--- config.mk ---
export PLATFORM = sky130hd
export DESIGN_NAME = btn_conditioner
export DESIGN_NICKNAME = d
export VERILOG_FILES = /design/src/rtl/btn_conditioner.sv
export SDC_FILE = /design/constraint.sdc
export NUM_CORES = 1
export LEC_CHECK = 0
export CORE_UTILIZATION = 50
export CTS_BUF_LIST = sky130_fd_sc_hd__clkbuf_8
export DETAILED_ROUTE_END_ITERATION = 16
export PLACE_DENSITY_LB_ADDON = 0.08
export SLEW_MARGIN = 25
export SYNTH_ARGS = -nofsm -noshare
export SYNTH_HDL_FRONTEND = slang
export SYNTH_SLANG_ARGS = --single-unit
--- constraint.sdc ---
create_clock -name CCLK -period 5.2 [get_ports CCLK]
set_clock_uncertainty 0.15 [all_clocks]
set_input_delay 1.04 -clock CCLK [delete_from_list [all_inputs] [get_ports CCLK]]
set_output_delay 1.04 -clock CCLK [all_outputs]
set_load 0.02 [all_outputs]
--- src/rtl/btn_conditioner.sv ---
// Per-channel button conditioner: 2-FF synchroniser, debounce, press/release strobes.
// Auto-repeat strobes are built only when BTN_REPEAT_EN is defined.
module btn_conditioner #(
    parameter int unsigned N             = 5,
    parameter int unsigned DB_CYCLES     = 500000,
    parameter int unsigned REPEAT_DELAY  = 25000000,
    parameter int unsigned REPEAT_PERIOD = 5000000,
    parameter int unsigned CNT_W         = 25
) (
    input  logic         CCLK,
    input  logic         rst_n,
    input  logic [N-1:0] btn_in,
    output logic [N-1:0] btn_level,
    output logic [N-1:0] btn_press,
    output logic [N-1:0] btn_release,
    output logic [N-1:0] btn_repeat,
    output logic [N-1:0] btn_event
);

    localparam longint unsigned CNT_SPAN = 64'd1 << CNT_W;
    localparam logic [CNT_W-1:0] DB_LAST = CNT_W'(DB_CYCLES - 1);

    // Reject configurations the counters cannot represent.
    if (DB_CYCLES < 1 || REPEAT_DELAY < 1 || REPEAT_PERIOD < 1 ||
        64'(DB_CYCLES) >= CNT_SPAN || 64'(REPEAT_DELAY) >= CNT_SPAN ||
        64'(REPEAT_PERIOD) >= CNT_SPAN) begin : g_cfg_err
        $error("btn_conditioner: invalid counter configuration");
    end

    logic [N-1:0]     sync1;
    logic [N-1:0]     sync2;
    logic [CNT_W-1:0] dcnt     [N];
    logic [CNT_W-1:0] dcnt_nxt [N];
    logic [N-1:0]     level_nxt;
    logic [N-1:0]     press_nxt;
    logic [N-1:0]     release_nxt;

    // Debounce: a level change is accepted after DB_CYCLES consecutive mismatching samples.
    always_comb begin
        level_nxt   = btn_level;
        press_nxt   = '0;
        release_nxt = '0;
        for (int i = 0; i < int'(N); i++) begin
            dcnt_nxt[i] = '0;
            if (sync2[i] != btn_level[i]) begin
                if (dcnt[i] == DB_LAST) begin
                    level_nxt[i]   = sync2[i];
                    press_nxt[i]   = sync2[i];
                    release_nxt[i] = ~sync2[i];
                end else begin
                    dcnt_nxt[i] = dcnt[i] + CNT_W'(1);
                end
            end
        end
    end

    always_ff @(posedge CCLK) begin
        if (!rst_n) begin
            sync1       <= '0;
            sync2       <= '0;
            btn_level   <= '0;
            btn_press   <= '0;
            btn_release <= '0;
            for (int i = 0; i < int'(N); i++) begin
                dcnt[i] <= '0;
            end
        end else begin
            sync1       <= btn_in;
            sync2       <= sync1;
            btn_level   <= level_nxt;
            btn_press   <= press_nxt;
            btn_release <= release_nxt;
            for (int i = 0; i < int'(N); i++) begin
                dcnt[i] <= dcnt_nxt[i];
            end
        end
    end

`ifdef BTN_REPEAT_EN
    localparam logic [CNT_W-1:0] DELAY_LAST  = CNT_W'(REPEAT_DELAY - 1);
    localparam logic [CNT_W-1:0] PERIOD_LAST = CNT_W'(REPEAT_PERIOD - 1);

    logic [CNT_W-1:0] rcnt     [N];
    logic [CNT_W-1:0] rcnt_nxt [N];
    logic [N-1:0]     rfirst;
    logic [N-1:0]     rfirst_nxt;
    logic [N-1:0]     repeat_nxt;

    // Repeat timer: restarts on press, uses the delay once then the period; idle unless held.
    always_comb begin
        repeat_nxt = '0;
        rfirst_nxt = rfirst;
        for (int i = 0; i < int'(N); i++) begin
            rcnt_nxt[i] = '0;
            if (press_nxt[i]) begin
                rfirst_nxt[i] = 1'b1;
            end else if (level_nxt[i]) begin
                if (rcnt[i] == (rfirst[i] ? DELAY_LAST : PERIOD_LAST)) begin
                    repeat_nxt[i] = 1'b1;
                    rfirst_nxt[i] = 1'b0;
                end else begin
                    rcnt_nxt[i] = rcnt[i] + CNT_W'(1);
                end
            end
        end
    end

    always_ff @(posedge CCLK) begin
        if (!rst_n) begin
            rfirst     <= '0;
            btn_repeat <= '0;
            for (int i = 0; i < int'(N); i++) begin
                rcnt[i] <= '0;
            end
        end else begin
            rfirst     <= rfirst_nxt;
            btn_repeat <= repeat_nxt;
            for (int i = 0; i < int'(N); i++) begin
                rcnt[i] <= rcnt_nxt[i];
            end
        end
    end
`else
    assign btn_repeat = '0;
`endif

    assign btn_event = btn_press | btn_repeat;

endmodule

== Yosys cells after proc, flatten, opt, wreduce, memory -nomap -nowiden ==
Memory sizes are Yosys's and may differ from the RTL's.
Index checks and enable logic that the tools add are counted.
Widths: inputs -> output; s select.

* Flip-flop bits (word level): 25
* Memory bits (writable): 125
* Input bits: 7
* Output and inout bits: 25
* Memories kept: 1

{| class="wikitable"
|+ Memory list
! name !! depth !! bits a word !! read ports !! clocked after Yosys merged registers in !! write ports !! RTL line !! text
|-
| dcnt || 5 || 25 || 5 || 0 || 5 || 32 || <nowiki>logic [CNT_W-1:0] dcnt [N];</nowiki>
|}

* Add/sub/neg operators: 5
* Equality and inequality tests: 10
* Mux-type cells: 17
* Bitwise operators: 10
* Reduce and logical (&&, ||, !) cells: 10

{| class="wikitable"
|+ Operator list
! kind !! number
|-
| $mux 25 || 15
|-
| $add 25x1->25 const B || 5
|-
| $eq 25x19->1 const B || 5
|-
| $reduce_and 3->1 || 5
|-
| $reduce_and 2->1 || 5
|-
| $ne 1x1->1 || 5
|-
| $not 1->1 || 5
|-
| $or 1x1->1 || 5
|-
| $mux 1 || 2
|}

== Logic depth before layout (Yosys ltp) ==
An unclocked memory read counts as a cell.

* Depth in word-level cells: 5
* Depth in mapped cells: 7
* Mapped depth without buffers: 5

== Least setup slack after synthesis ==
Ideal clock, no wire load.

* Path type: in2reg
* From: input rst_n
* To: memory dcnt[3][19], in the netlist dcnt[0][94]
* Setup time: 0.086 ns
* Arrival: 1.969 ns
* Data required time: 4.964 ns
* Setup slack: 2.995 ns
* Stages on the path: 4
* Buffers on the path: 2
* Path through: clkbuf_1 o21ai_1 clkbuf_1 a211oi_1

{| class="wikitable"
|+ RTL lines
! item !! RTL line !! text
|-
| start, declared || 11 || <nowiki>input logic rst_n,</nowiki>
|-
| end, declared || 32 ||
|}

== Worst setup path in the final report ==
* From: register btn_level[1]
* To: output btn_level[1]

{| class="wikitable"
|+ RTL lines
! item !! RTL line !! text
|-
| start, declared || 13 || <nowiki>output logic [N-1:0] btn_level,</nowiki>
|-
| start signal, assigned || 70 || <nowiki>btn_level <= level_nxt;</nowiki>
|}

No word-level cell between the ends.

==> results.sh <==
export IMPL_finalInstanceArea_mm2=0.00752
export IMPL_grt_pass1_wl_um=23300
export IMPL_syn_to_final_growth_pct=10.1
export IMPL_postLayoutSetupSlackWorst_ps=2510
export IMPL_vias=5643
export IMPL_fin_tns_setup_ps=0
export IMPL_critPathRequiredTime_ps=4010
export IMPL_path_cells="clkdlybuf4s50_1"
export IMPL_holdWs_ps=285
export IMPL_htreeDepth=4
export IMPL_rsz0062_at_grt="no"
export IMPL_yosysUniqueCellTypes=45
export IMPL_cts_sinks=150
export IMPL_drive_above_1_share_pct=5.45
export IMPL_critPathBufInv=1
export IMPL_ir_drop_v=0.000189
export IMPL_design_core_area_mm2=0.0133
export IMPL_rrSetupSlack_ps=2590
export IMPL_yosys_top_cells_area="dfxtp_1 (44%), xnor2_1 (4.5%), xor2_1 (4.2%)"
export IMPL_timing_worst_setup_path_type="flip-flop to output port"
export IMPL_leakage_nw=2.24
export IMPL_cts_resized=0
export IMPL_crit_arrival_ps=1500
export IMPL_cp_slowest_cell="clkdlybuf4s50_1"
export IMPL_tritoncts="done"
export IMPL_cts_buffer_depth=2
export IMPL_ys_ff_latch=150
export IMPL_vias_per_cell=5.74
export IMPL_chipHeight_um=119
export IMPL_fmax_mhz=371
export IMPL_synth_most_common_cell="dfxtp_1"
export IMPL_start_kind="flip-flop"
export IMPL_drtIter0Drc=369
export IMPL_cp_top_family="buffers and inverters"
export IMPL_post_cts_buffers=0
export IMPL_period_needed_ps=2690
export IMPL_hold_viol=0
export IMPL_slew_headroom_pct=33.9
export IMPL_fin_cells=983
export IMPL_pre_cts_ws_ps=2080
export IMPL_drt_first_pass_iters=4
export IMPL_cts_root_buf="clkbuf_8"
export IMPL_ios=32
export IMPL_grt_overflow=0
export IMPL_yosysWarnings=0
export IMPL_n_antenna_cell=0
export IMPL_dp_hpwl_um=9380
export IMPL_yosys_most_used_dff="dfxtp_1"
export IMPL_wire_per_inst_um=13.8
export IMPL_hold_buffers=0
export IMPL_grt_antenna_before_repair=0
export IMPL_synth_cells=786
export IMPL_endpoint_kind="output port"
export IMPL_grtUsageTotal_pct=20.2
export IMPL_synth_yosys_seq_area_share_pct=43.9
export IMPL_holdPathStages=1
export IMPL_syn_cell_area_mm2=0.00684
export IMPL_slowest_delay_ps=670
export IMPL_initial_utilization_pct=51.4
export IMPL_drc=0
export IMPL_grt_max_degree=29
export IMPL_powerDensity_mw_per_mm2=275
export IMPL_synth_edf_count=0
export IMPL_clk_latency_ps=440
export IMPL_io_buffers=26
export IMPL_rows=42
export IMPL_ys_top_cells_by_count="dfxtp_1 (150), nor2_1 (71), nand3_1 (54), nand2_1 (42), a21oi_1 (40)"
export IMPL_final_nets=807
export IMPL_status="finished clean"
export IMPL_die_area_mm2=0.0141
export IMPL_worst_slew_pin_slew_ps=991
export IMPL_grt_pass1_vias=5173
export IMPL_total_power_mw=2.07
export IMPL_yosys_area_top_type="dfxtp_1"
export IMPL_ff2ff_path_depth=4
export IMPL_synth_top_cell_area_share_pct=43.9
export IMPL_worstHoldPathType="flip-flop to flip-flop"
export IMPL_cts_buffers=17
export IMPL_clk_pin_slew_ps=70
export IMPL_ant_nets=0
export IMPL_crit_cells=1
export IMPL_dp_cells=952
export IMPL_finalSetupViolations=0
export IMPL_place_area_mm2=0.00712
export IMPL_place_gp_congestion=0.796
export IMPL_die_x_um=119
export IMPL_period_share_pct=51.8
export IMPL_routed_wl_um=13600
export IMPL_drv_cap=0
export IMPL_slew_viol_final=0
export IMPL_utilization_pct=56.6
export IMPL_avgSynthCellArea_um2=8.70
export IMPL_path_max_fanout=5
export IMPL_async_flop_share_pct=0
[final timing paths]
path | from | to
setup / recovery | btn_level[1] | btn_level[1]
hold / removal | sync1[0] | sync2[0]
setup reg to reg | dcnt[0][60] | dcnt[0][63]
hold reg to reg | sync1[0] | sync2[0]
[area by class of cell]
| class | count | area [um2] |
|---|---|---|
| clock buffers | 22 | 303 |
| clock inverters | 9 | 100 |
| fillers | 1199 | 5770 |
| inverters | 21 | 78.8 |
| multi-input cells | 576 | 3540 |
| flip-flops and latches | 150 | 3000 |
| well taps | 176 | 220 |
| repair buffers | 29 | 283 |
[report_power, final]
group	switching (mW)	internal (mW)	total [mW]
clock	0.407	0.483	0.890
combinational	0.0181	0.00892	0.0271
sequential	0.00278	1.15	1.16
total	0.428	1.64	2.07
[metal layers]
metal	part of all wire, %	GRT usage [%]	wire length (um)
met2	47	33.2	6360
met4	1.2	7.04	157
met3	4.1	5.60	564
met1	48	25.3	6520
met5	0	0	0
[flip-flops by register name (all words and copies together), names as in the netlist]
register / cells
btn_level: 5
btn_event: 5
sync1: 5
dcnt: 125
sync2: 5
btn_release: 5
[cell usage in the layout, fill, tap and decap left out, drive strengths merged, types with 3 or more instances in the layout]
cell type / netlist / routed
ha: 5 / 5
xor2: 33 / 33
nor4b: 9 / 9
nand2: 42 / 42
dfxtp: 150 / 150
o31ai: 20 / 20
nand4: 37 / 37
or4b: 3 / 3
clkbuf: 21 / 22
or4: 27 / 27
buf: 22 / 3
o21ai: 33 / 33
nor2b: 5 / 5
a21oi: 40 / 40
xnor2: 35 / 35
inv: 21 / 22
clkdlybuf4s50: 0 / 26
conb: 1 / 5
nand3: 54 / 54
and4: 13 / 13
nor3: 31 / 31
or3: 35 / 35
nor4: 17 / 17
o21a: 3 / 3
nor2: 71 / 71
and3: 22 / 22
clkinv: 0 / 5
and2: 12 / 12
a211oi: 10 / 10
[cell families after synthesis]
family | share of synthesized area, %
flip-flops | 43.9
buffers and inverters | 4.63
AND/OR/NAND/NOR | 31.6
adder cells (fa/ha/maj) | 0.915
XOR/XNOR | 8.71
AO/OA/AOI/OAI | 10.0
multiplexers | 0.146
other | 0.0549
[worst register-to-register path, delay by kind of cell, from the launching register on]
kind / cells / cell delay (ps)
AOI/OAI and AO/OA: 1 / 780
DFF: 1 / 370
and+or+nand+nor: 3 / 1160
(Power assumes the default switching activity.)
